`src/rtl/rvvi_retire_serializer.sv`:
```
// Multi-hart, multi-issue RVVI retirement collector: batches valid lanes into a shared FIFO
// and streams them one per cycle, tracking per-hart order continuity and halt state.
module rvvi_retire_serializer #(
   parameter int unsigned XLEN  = 32,
   parameter int unsigned ILEN  = 32,
   parameter int unsigned NHART = 2,
   parameter int unsigned ISSUE = 2,
   parameter int unsigned DEPTH = 8,
   localparam int unsigned NL   = NHART * ISSUE,
   localparam int unsigned HW   = (NHART > 1) ? $clog2(NHART) : 1,
   localparam int unsigned IW   = (ISSUE > 1) ? $clog2(ISSUE) : 1,
   localparam int unsigned CW   = $clog2(DEPTH + 1)
) (
   input  logic               clk,
   input  logic               reset,
   input  logic [NL-1:0]      in_valid,
   input  logic [NL*64-1:0]   in_order,
   input  logic [NL*ILEN-1:0] in_insn,
   input  logic [NL*XLEN-1:0] in_pc_rdata,
   input  logic [NL*XLEN-1:0] in_pc_wdata,
   input  logic [NL-1:0]      in_trap,
   input  logic [NL-1:0]      in_halt,
   input  logic [NL*2-1:0]    in_mode,
   output logic               out_valid,
   input  logic               out_ready,
   output logic [HW-1:0]      out_hart,
   output logic [IW-1:0]      out_issue,
   output logic [63:0]        out_order,
   output logic [ILEN-1:0]    out_insn,
   output logic [XLEN-1:0]    out_pc_rdata,
   output logic [XLEN-1:0]    out_pc_wdata,
   output logic               out_trap,
   output logic               out_halt,
   output logic [1:0]         out_mode,
   output logic [CW-1:0]      count,
   output logic               err_order,
   output logic [HW-1:0]      err_order_hart,
   output logic               err_halt,
   output logic               overflow,
   output logic [15:0]        drop_count
);

   localparam int unsigned PW = $clog2(DEPTH);

   // Entry storage; never reset, validity is tracked by count_q
   logic [HW-1:0]   mem_hart   [DEPTH];
   logic [IW-1:0]   mem_issue  [DEPTH];
   logic [63:0]     mem_order  [DEPTH];
   logic [ILEN-1:0] mem_insn   [DEPTH];
   logic [XLEN-1:0] mem_pc_r   [DEPTH];
   logic [XLEN-1:0] mem_pc_w   [DEPTH];
   logic            mem_trap   [DEPTH];
   logic            mem_halt   [DEPTH];
   logic [1:0]      mem_mode   [DEPTH];

   logic [PW-1:0]   rd_q, rd_d, wr_q, wr_d;
   logic [CW-1:0]   count_q, count_d;
   logic [CW-1:0]   k, free;
   logic            accept, pop;
   logic [PW-1:0]   slot [NL];

   logic [NHART-1:0] seeded_q, seeded_d;
   logic [NHART-1:0] halted_q, halted_d;
   logic [63:0]      exp_q [NHART];
   logic [63:0]      exp_d [NHART];
   logic             err_order_q, err_order_d;
   logic [HW-1:0]    err_hart_q, err_hart_d;
   logic             err_halt_q, err_halt_d;
   logic             overflow_q, overflow_d;
   logic [15:0]      drop_q, drop_d;

   // Admission uses pre-pop occupancy, so a same-cycle pop never makes room for the batch
   always_comb begin
      logic [PW-1:0] off;
      k   = '0;
      off = '0;
      for (int unsigned l = 0; l < NL; l++) begin
         k       = k + CW'(in_valid[l]);
         slot[l] = wr_q + off;
         if (in_valid[l]) off = off + PW'(1);
      end
      free    = CW'(DEPTH) - count_q;
      accept  = (k <= free);
      pop     = (count_q != '0) && out_ready;
      count_d = count_q + (accept ? k : '0) - CW'(pop);
      wr_d    = accept ? wr_q + PW'(k) : wr_q;
      rd_d    = rd_q + PW'(pop);

      overflow_d = overflow_q;
      drop_d     = drop_q;
      if (!accept) begin
         overflow_d = 1'b1;
         if (drop_q != 16'hFFFF) drop_d = drop_q + 16'd1;
      end
   end

   // Lanes of a hart are walked in issue order so same-cycle lanes chain through the tracker
   always_comb begin
      seeded_d    = seeded_q;
      halted_d    = halted_q;
      exp_d       = exp_q;
      err_order_d = err_order_q;
      err_hart_d  = err_hart_q;
      err_halt_d  = err_halt_q;
      for (int unsigned h = 0; h < NHART; h++) begin
         for (int unsigned i = 0; i < ISSUE; i++) begin
            int unsigned l;
            l = h * ISSUE + i;
            if (in_valid[l]) begin
               if (halted_d[h]) err_halt_d = 1'b1;
               if (seeded_d[h] && (in_order[l*64 +: 64] != exp_d[h]) && !err_order_d) begin
                  err_order_d = 1'b1;
                  err_hart_d  = HW'(h);
               end
               seeded_d[h] = 1'b1;
               exp_d[h]    = in_order[l*64 +: 64] + 64'd1;
               if (in_halt[l]) halted_d[h] = 1'b1;
            end
         end
      end
   end

   always_ff @(posedge clk) begin
      if (reset) begin
         rd_q        <= '0;
         wr_q        <= '0;
         count_q     <= '0;
         seeded_q    <= '0;
         halted_q    <= '0;
         err_order_q <= 1'b0;
         err_hart_q  <= '0;
         err_halt_q  <= 1'b0;
         overflow_q  <= 1'b0;
         drop_q      <= '0;
         for (int unsigned h = 0; h < NHART; h++) exp_q[h] <= '0;
      end else begin
         rd_q        <= rd_d;
         wr_q        <= wr_d;
         count_q     <= count_d;
         seeded_q    <= seeded_d;
         halted_q    <= halted_d;
         err_order_q <= err_order_d;
         err_hart_q  <= err_hart_d;
         err_halt_q  <= err_halt_d;
         overflow_q  <= overflow_d;
         drop_q      <= drop_d;
         exp_q       <= exp_d;
      end
   end

   always_ff @(posedge clk) begin
      for (int unsigned l = 0; l < NL; l++) begin
         if (!reset && accept && in_valid[l]) begin
            mem_hart[slot[l]]  <= HW'(l / ISSUE);
            mem_issue[slot[l]] <= IW'(l % ISSUE);
            mem_order[slot[l]] <= in_order[l*64 +: 64];
            mem_insn[slot[l]]  <= in_insn[l*ILEN +: ILEN];
            mem_pc_r[slot[l]]  <= in_pc_rdata[l*XLEN +: XLEN];
            mem_pc_w[slot[l]]  <= in_pc_wdata[l*XLEN +: XLEN];
            mem_trap[slot[l]]  <= in_trap[l];
            mem_halt[slot[l]]  <= in_halt[l];
            mem_mode[slot[l]]  <= in_mode[l*2 +: 2];
         end
      end
   end

   assign out_valid      = (count_q != '0);
   assign out_hart       = out_valid ? mem_hart[rd_q]  : '0;
   assign out_issue      = out_valid ? mem_issue[rd_q] : '0;
   assign out_order      = out_valid ? mem_order[rd_q] : '0;
   assign out_insn       = out_valid ? mem_insn[rd_q]  : '0;
   assign out_pc_rdata   = out_valid ? mem_pc_r[rd_q]  : '0;
   assign out_pc_wdata   = out_valid ? mem_pc_w[rd_q]  : '0;
   assign out_trap       = out_valid ? mem_trap[rd_q]  : 1'b0;
   assign out_halt       = out_valid ? mem_halt[rd_q]  : 1'b0;
   assign out_mode       = out_valid ? mem_mode[rd_q]  : '0;
   assign count          = count_q;
   assign err_order      = err_order_q;
   assign err_order_hart = err_hart_q;
   assign err_halt       = err_halt_q;
   assign overflow       = overflow_q;
   assign drop_count     = drop_q;

endmodule
```
`config.mk`:
```
export PLATFORM = sky130hd
export DESIGN_NAME = rvvi_retire_serializer
export DESIGN_NICKNAME = d
export VERILOG_FILES = /design/src/rtl/rvvi_retire_serializer.sv
export SDC_FILE = /design/constraint.sdc
export NUM_CORES = 2
export LEC_CHECK = 0
export CORE_ASPECT_RATIO = 0.5
export CORE_MARGIN = 5
export CORE_UTILIZATION = 40
export DETAILED_ROUTE_END_ITERATION = 8
export PLACE_DENSITY_LB_ADDON = 0.08
export SLEW_MARGIN = 30
export SYNTH_ARGS = -nofsm -noshare
export SYNTH_HDL_FRONTEND = slang
export SYNTH_SLANG_ARGS = --single-unit
```
`constraint.sdc`:
```
create_clock -name clk -period 36.3 [get_ports clk]
set_input_delay 10.89 -clock clk [delete_from_list [all_inputs] [get_ports clk]]
set_output_delay 10.89 -clock clk [all_outputs]
set_load 0.01 [all_outputs]
```
==> results summary <==
The part of the power in the clock network is 22.4%. The clock input transition at the sequential cells of the worst setup and hold paths came out at 0.06 ns. The initial core utilization came out at 40.19%. The worst hold path begins at mem_hart[0]. The floorplan die height came out at 381.6 microns. The boundary pin count came out at 854. The fraction of final layout cells sized beyond drive strength 1 came out at 7.455%.

Entering global routing, the biggest net connects 161 pins. After clock tree synthesis, the setup repair step added 0 buffers. Of all nets on the critical path, the largest fanout is 64. The die covers 287400 sq um. The cell repeated most along the worst path is sky130_fd_sc_hd__buf_4.

The last weighted congestion value of the routability-driven placer is 0.9903. The required time of the worst setup path is 36.76 ns. Detailed placement ended at an HPWL of 322.4 mm. Combinational logic burns 42.8% of the power.

The fraction of synthesized cell area taken by the top area cell type is 35.67%. Using the TritonRoute via totals, the vias-per-cell ratio works out to 6.108. The core area is 274800 sq um. The initial detailed-routing violation count is 12827. The number of gates given a new drive strength after cts came out at 0. The peak ir drop on the vdd network came out at 54.46 uV.

The internal power contribution is 4685 uW. The count of nets left with antenna violations after detail routing is 0. The first-pass iteration count of the detailed router came out at 6. The worst pin sits at a relative slew slack of 25.16%. The initial antenna violation count came out at 99.

The worst register-to-register path begins at count[0]. The fraction of the yosys area taken by sequential cells is 38.90%. The overall power consumption is 7659 uW. The final-layout worst hold slack came out at 0.4561 ns.

Setup violations remaining at the end of the flow were counted as 0. Walking the worst path, the cells encountered are buf_4, fa_1, ha_1, ha_1, ha_1, nor2b_1, o21ai_0, nand2b_1, nand3_1, nor3b_1, buf_4, and2_4, a21oi_1, nand2_4, buf_4, buf_4. The hold violation count in the final report came out at 0. The upper clock frequency limit is 59.16 MHz. The count of input and output buffers is 853. The switching power summed over all nets is 2974 uW. TritonCTS built the clock tree.

Clock tree synthesis inserted a total of 167 buffers. The setup skew after layout came out at 0.04633 ns. Summed over all instances, the cell type with the most area after synthesis is sky130_fd_sc_hd__edfxtp_1. STA classifies the critical path startpoint as a primary input. The number of placement rows is 136. Ranked by instance count, the synthesized netlist is headed by sky130_fd_sc_hd__nand2_1 (2632), sky130_fd_sc_hd__o21ai_0 (1692), sky130_fd_sc_hd__a21oi_1 (1458). By startpoint and endpoint, the worst setup path is classified as primary input to flip-flop.

The fraction of registers with async set/reset is 0%. The average instance in the mapped netlist occupies 8.283 sq um. Counting distinct cell types in the post-synthesis netlist gives 82. The final cycle utilization of the critical path came out at 46.57%. The most critical setup path has its startpoint at in_valid[3]. The actual slew at the worst max-slew pin came out at 1.119 ns.

The most used flip-flop cell after synthesis is sky130_fd_sc_hd__edfxtp_1. The switching part of the total power came out at 38.83%. After detailed routing, the number of remaining DRC violations is 0. For the worst-skew pair, the clock arrives at the later sink with an insertion delay of 0.87 ns.

The number of max-capacitance violations reported came out at 0. The post-route setup TNS is 0 ns. The net count of the finished layout is 13673. The max-slew violation count was 0. The number of hold-repair buffers added at the cts stage is 0. Yosys printed 0 warnings. The data arrival at the endpoint of the critical path came out at 17.36 ns.

The number of standard cells after synthesis is 13334. The worst hold path belongs to the class flip-flop to flip-flop. In this run, synthesis produced a sequential element count of 1490. On the critical path, the stage with the largest delay is an instance of sky130_fd_sc_hd__buf_4.

The leakage dissipation is 0.04306 uW. The via count is 102800. The layout has 26599 filler cells. The final instance count without filler cells is 16830. The run finished with clean final reports. The global-route congestion overflow total is 0. The delay of the slowest cell on the worst path came out at 0.85 ns. Yosys attributes the largest share of cell area to sky130_fd_sc_hd__edfxtp_1 (36%), sky130_fd_sc_hd__nand2_1 (8.9%), sky130_fd_sc_hd__mux2i_1 (8.7%). The largest buffer count on any clock path came out at 4. The routed wirelength normalized by instance count came out at 30.43 microns. For this run, the total global-route usage over all layers was measured as 34.23%. The kind of cell adding the most delay to the critical path is buffers and inverters. The H-tree was split into 4 levels. The synthesized design contains 1312 enable-type register cells. The final critical path time including I/O delays and setup came out at 16.90 ns. The number of placed instances, taps included, is 16459. The die is 753.1 microns wide. The clock root buffer is sky130_fd_sc_hd__clkbuf_16. When the netlist entered floorplanning its net count stood at 14028. The total standard cell area after synthesis came out at 110400 sq um. The worst setup path is captured at a flip-flop. The wire length of the first global-routing pass is 725.1 mm. The buffering stage count on the worst path with inverters included is 4.

The total wirelength of the detailed-routed design came out at 512.1 mm. The total number of clock tree sinks came out at 1490. Setup repair after global routing left no endpoint under its margin.

The via count of the first global-routing pass came out at 96584. The layout-stage area growth over the synthesis result is 13.39%. The power per standard cell area came out at 61.16 nW/um^2. The dominant cell by count in the synthesized netlist is sky130_fd_sc_hd__nand2_1. Registers are responsible for 34.8% of the overall power.
-- layout by cell type (no fill, tap or decap), drive strengths merged, types with 7 or more instances in the layout --
master            n
xnor2           319
o21ai          1692
clkinv           66
nor2           1195
mux4            332
a21oi          1458
clkbuf          216
nand3b            7
and2             25
nand2          2632
nor4             82
o211ai           50
a221oi            9
diode            68
nand4           144
nand3           280
a211oi          159
or3              38
nor3b             7
edfxtp         1312
clkdlybuf4s50   840
o31ai            15
or4              23
nor2b            16
dfxtp           178
a31oi            20
inv              73
nand2b           19
mux2i           955
and3             43
and4             21
bufinv            9
a311oi           12
a2111oi          11
nor3             57
buf             368
o22ai            24
xor2            253
ha               26
o2111ai          12
-- logic make-up after synthesis --
| kind of cell | synth area share, % |
|---|---|
| AOI/OAI and AO/OA | 17.02 |
| xor gates and xnor gates | 4.556 |
| DFF | 38.90 |
| muxes | 15.48 |
| adders and majority gates | 0.3852 |
| buffers and inverters | 6.477 |
| and+or+nand+nor | 17.18 |
-- worst reg2reg max path, cell delays in order, from the launching register on --
cell	delay (ns)
sky130_fd_sc_hd__dfxtp_1	0.44
sky130_fd_sc_hd__inv_1	0.07
sky130_fd_sc_hd__ha_1	0.27
sky130_fd_sc_hd__inv_1	0.04
sky130_fd_sc_hd__ha_1	0.29
sky130_fd_sc_hd__nor2b_1	0.13
sky130_fd_sc_hd__o21ai_0	0.14
sky130_fd_sc_hd__nand2b_1	0.09
sky130_fd_sc_hd__nand3_1	0.53
sky130_fd_sc_hd__nor3b_1	0.27
sky130_fd_sc_hd__buf_4	0.25
sky130_fd_sc_hd__and2_4	0.69
sky130_fd_sc_hd__a21oi_1	0.22
sky130_fd_sc_hd__nand2_4	0.48
sky130_fd_sc_hd__buf_4	0.76
sky130_fd_sc_hd__buf_4	0.86
-- layer usage --
metal | up-vias | part of all wire, % | track usage [%]
met5 | - | 0.028 | 0
met4 | 24 | 4.3 | 14.11
met3 | 1007 | 9.0 | 6.107
met2 | 5446 | 45 | 54.44
met1 | 50064 | 41 | 46.11
li1 | 46259 | - | -
-- final cells by class --
class / count / area [sq um] / area share, %
antenna: 68 / 170.2 / 0.1359
inverter: 71 / 266.5 / 0.2128
sequential: 1490 / 42970 / 34.31
tap: 3657 / 4576 / 3.654
clock buffer: 215 / 4399 / 3.513
clock inverter: 80 / 628.1 / 0.5015
multi-input combinational: 10040 / 60610 / 48.40
timing repair buffer: 1209 / 11610 / 9.274
-- power by group through the flow --
| stage | Sequential, uW | Clock, uW | Combinational (uW) |
|---|---|---|---|
| final | 2670 | 1720 | 3280 |
| after floorplan | 2720 | 0 | 1910 |
| after CTS | 2670 | 1730 | 3250 |
| after global routing | 2700 | 1800 | 3500 |
| after detailed placement | 2700 | 0 | 3240 |
| after global placement | 2700 | 0 | 3220 |
-- state kept, by name (all words and copies together), names as in the netlist --
register	cells
mem_hart	8
seeded_q	2
drop_count	16
mem_insn	256
err_halt	1
overflow	1
mem_pc_w	256
halted_q	2
rd_q	3
mem_mode	16
wr_q	3
err_order_hart	1
mem_trap	8
count	4
mem_pc_r	256
mem_issue	8
mem_halt	8
err_order	1
mem_order	512
exp_q	128
-- stage by stage --
step	setup WS [ns]	util, %	instance area, sq um
2_1_floorplan	17.05	-	110400
3_3_place_gp	18.58	43.58	119800
3_5_place_dp	18.51	43.60	119800
4_1_cts	19.20	45.43	124900
5_1_grt	19.26	45.56	125200
6_report	19.40	45.57	125200
-- worst paths after layout --
check / end / cells after the start / slack (ns)
worst max-delay path: mem_pc_w[4][23] / 16 / 19.40
worst min-delay path: mem_hart[0] / 2 / 0.46
worst max register to register: mem_pc_w[4][23] / 15 / 30.36
worst min register to register: mem_hart[0] / 2 / 0.46
Power figures use the tool's default switching activity.
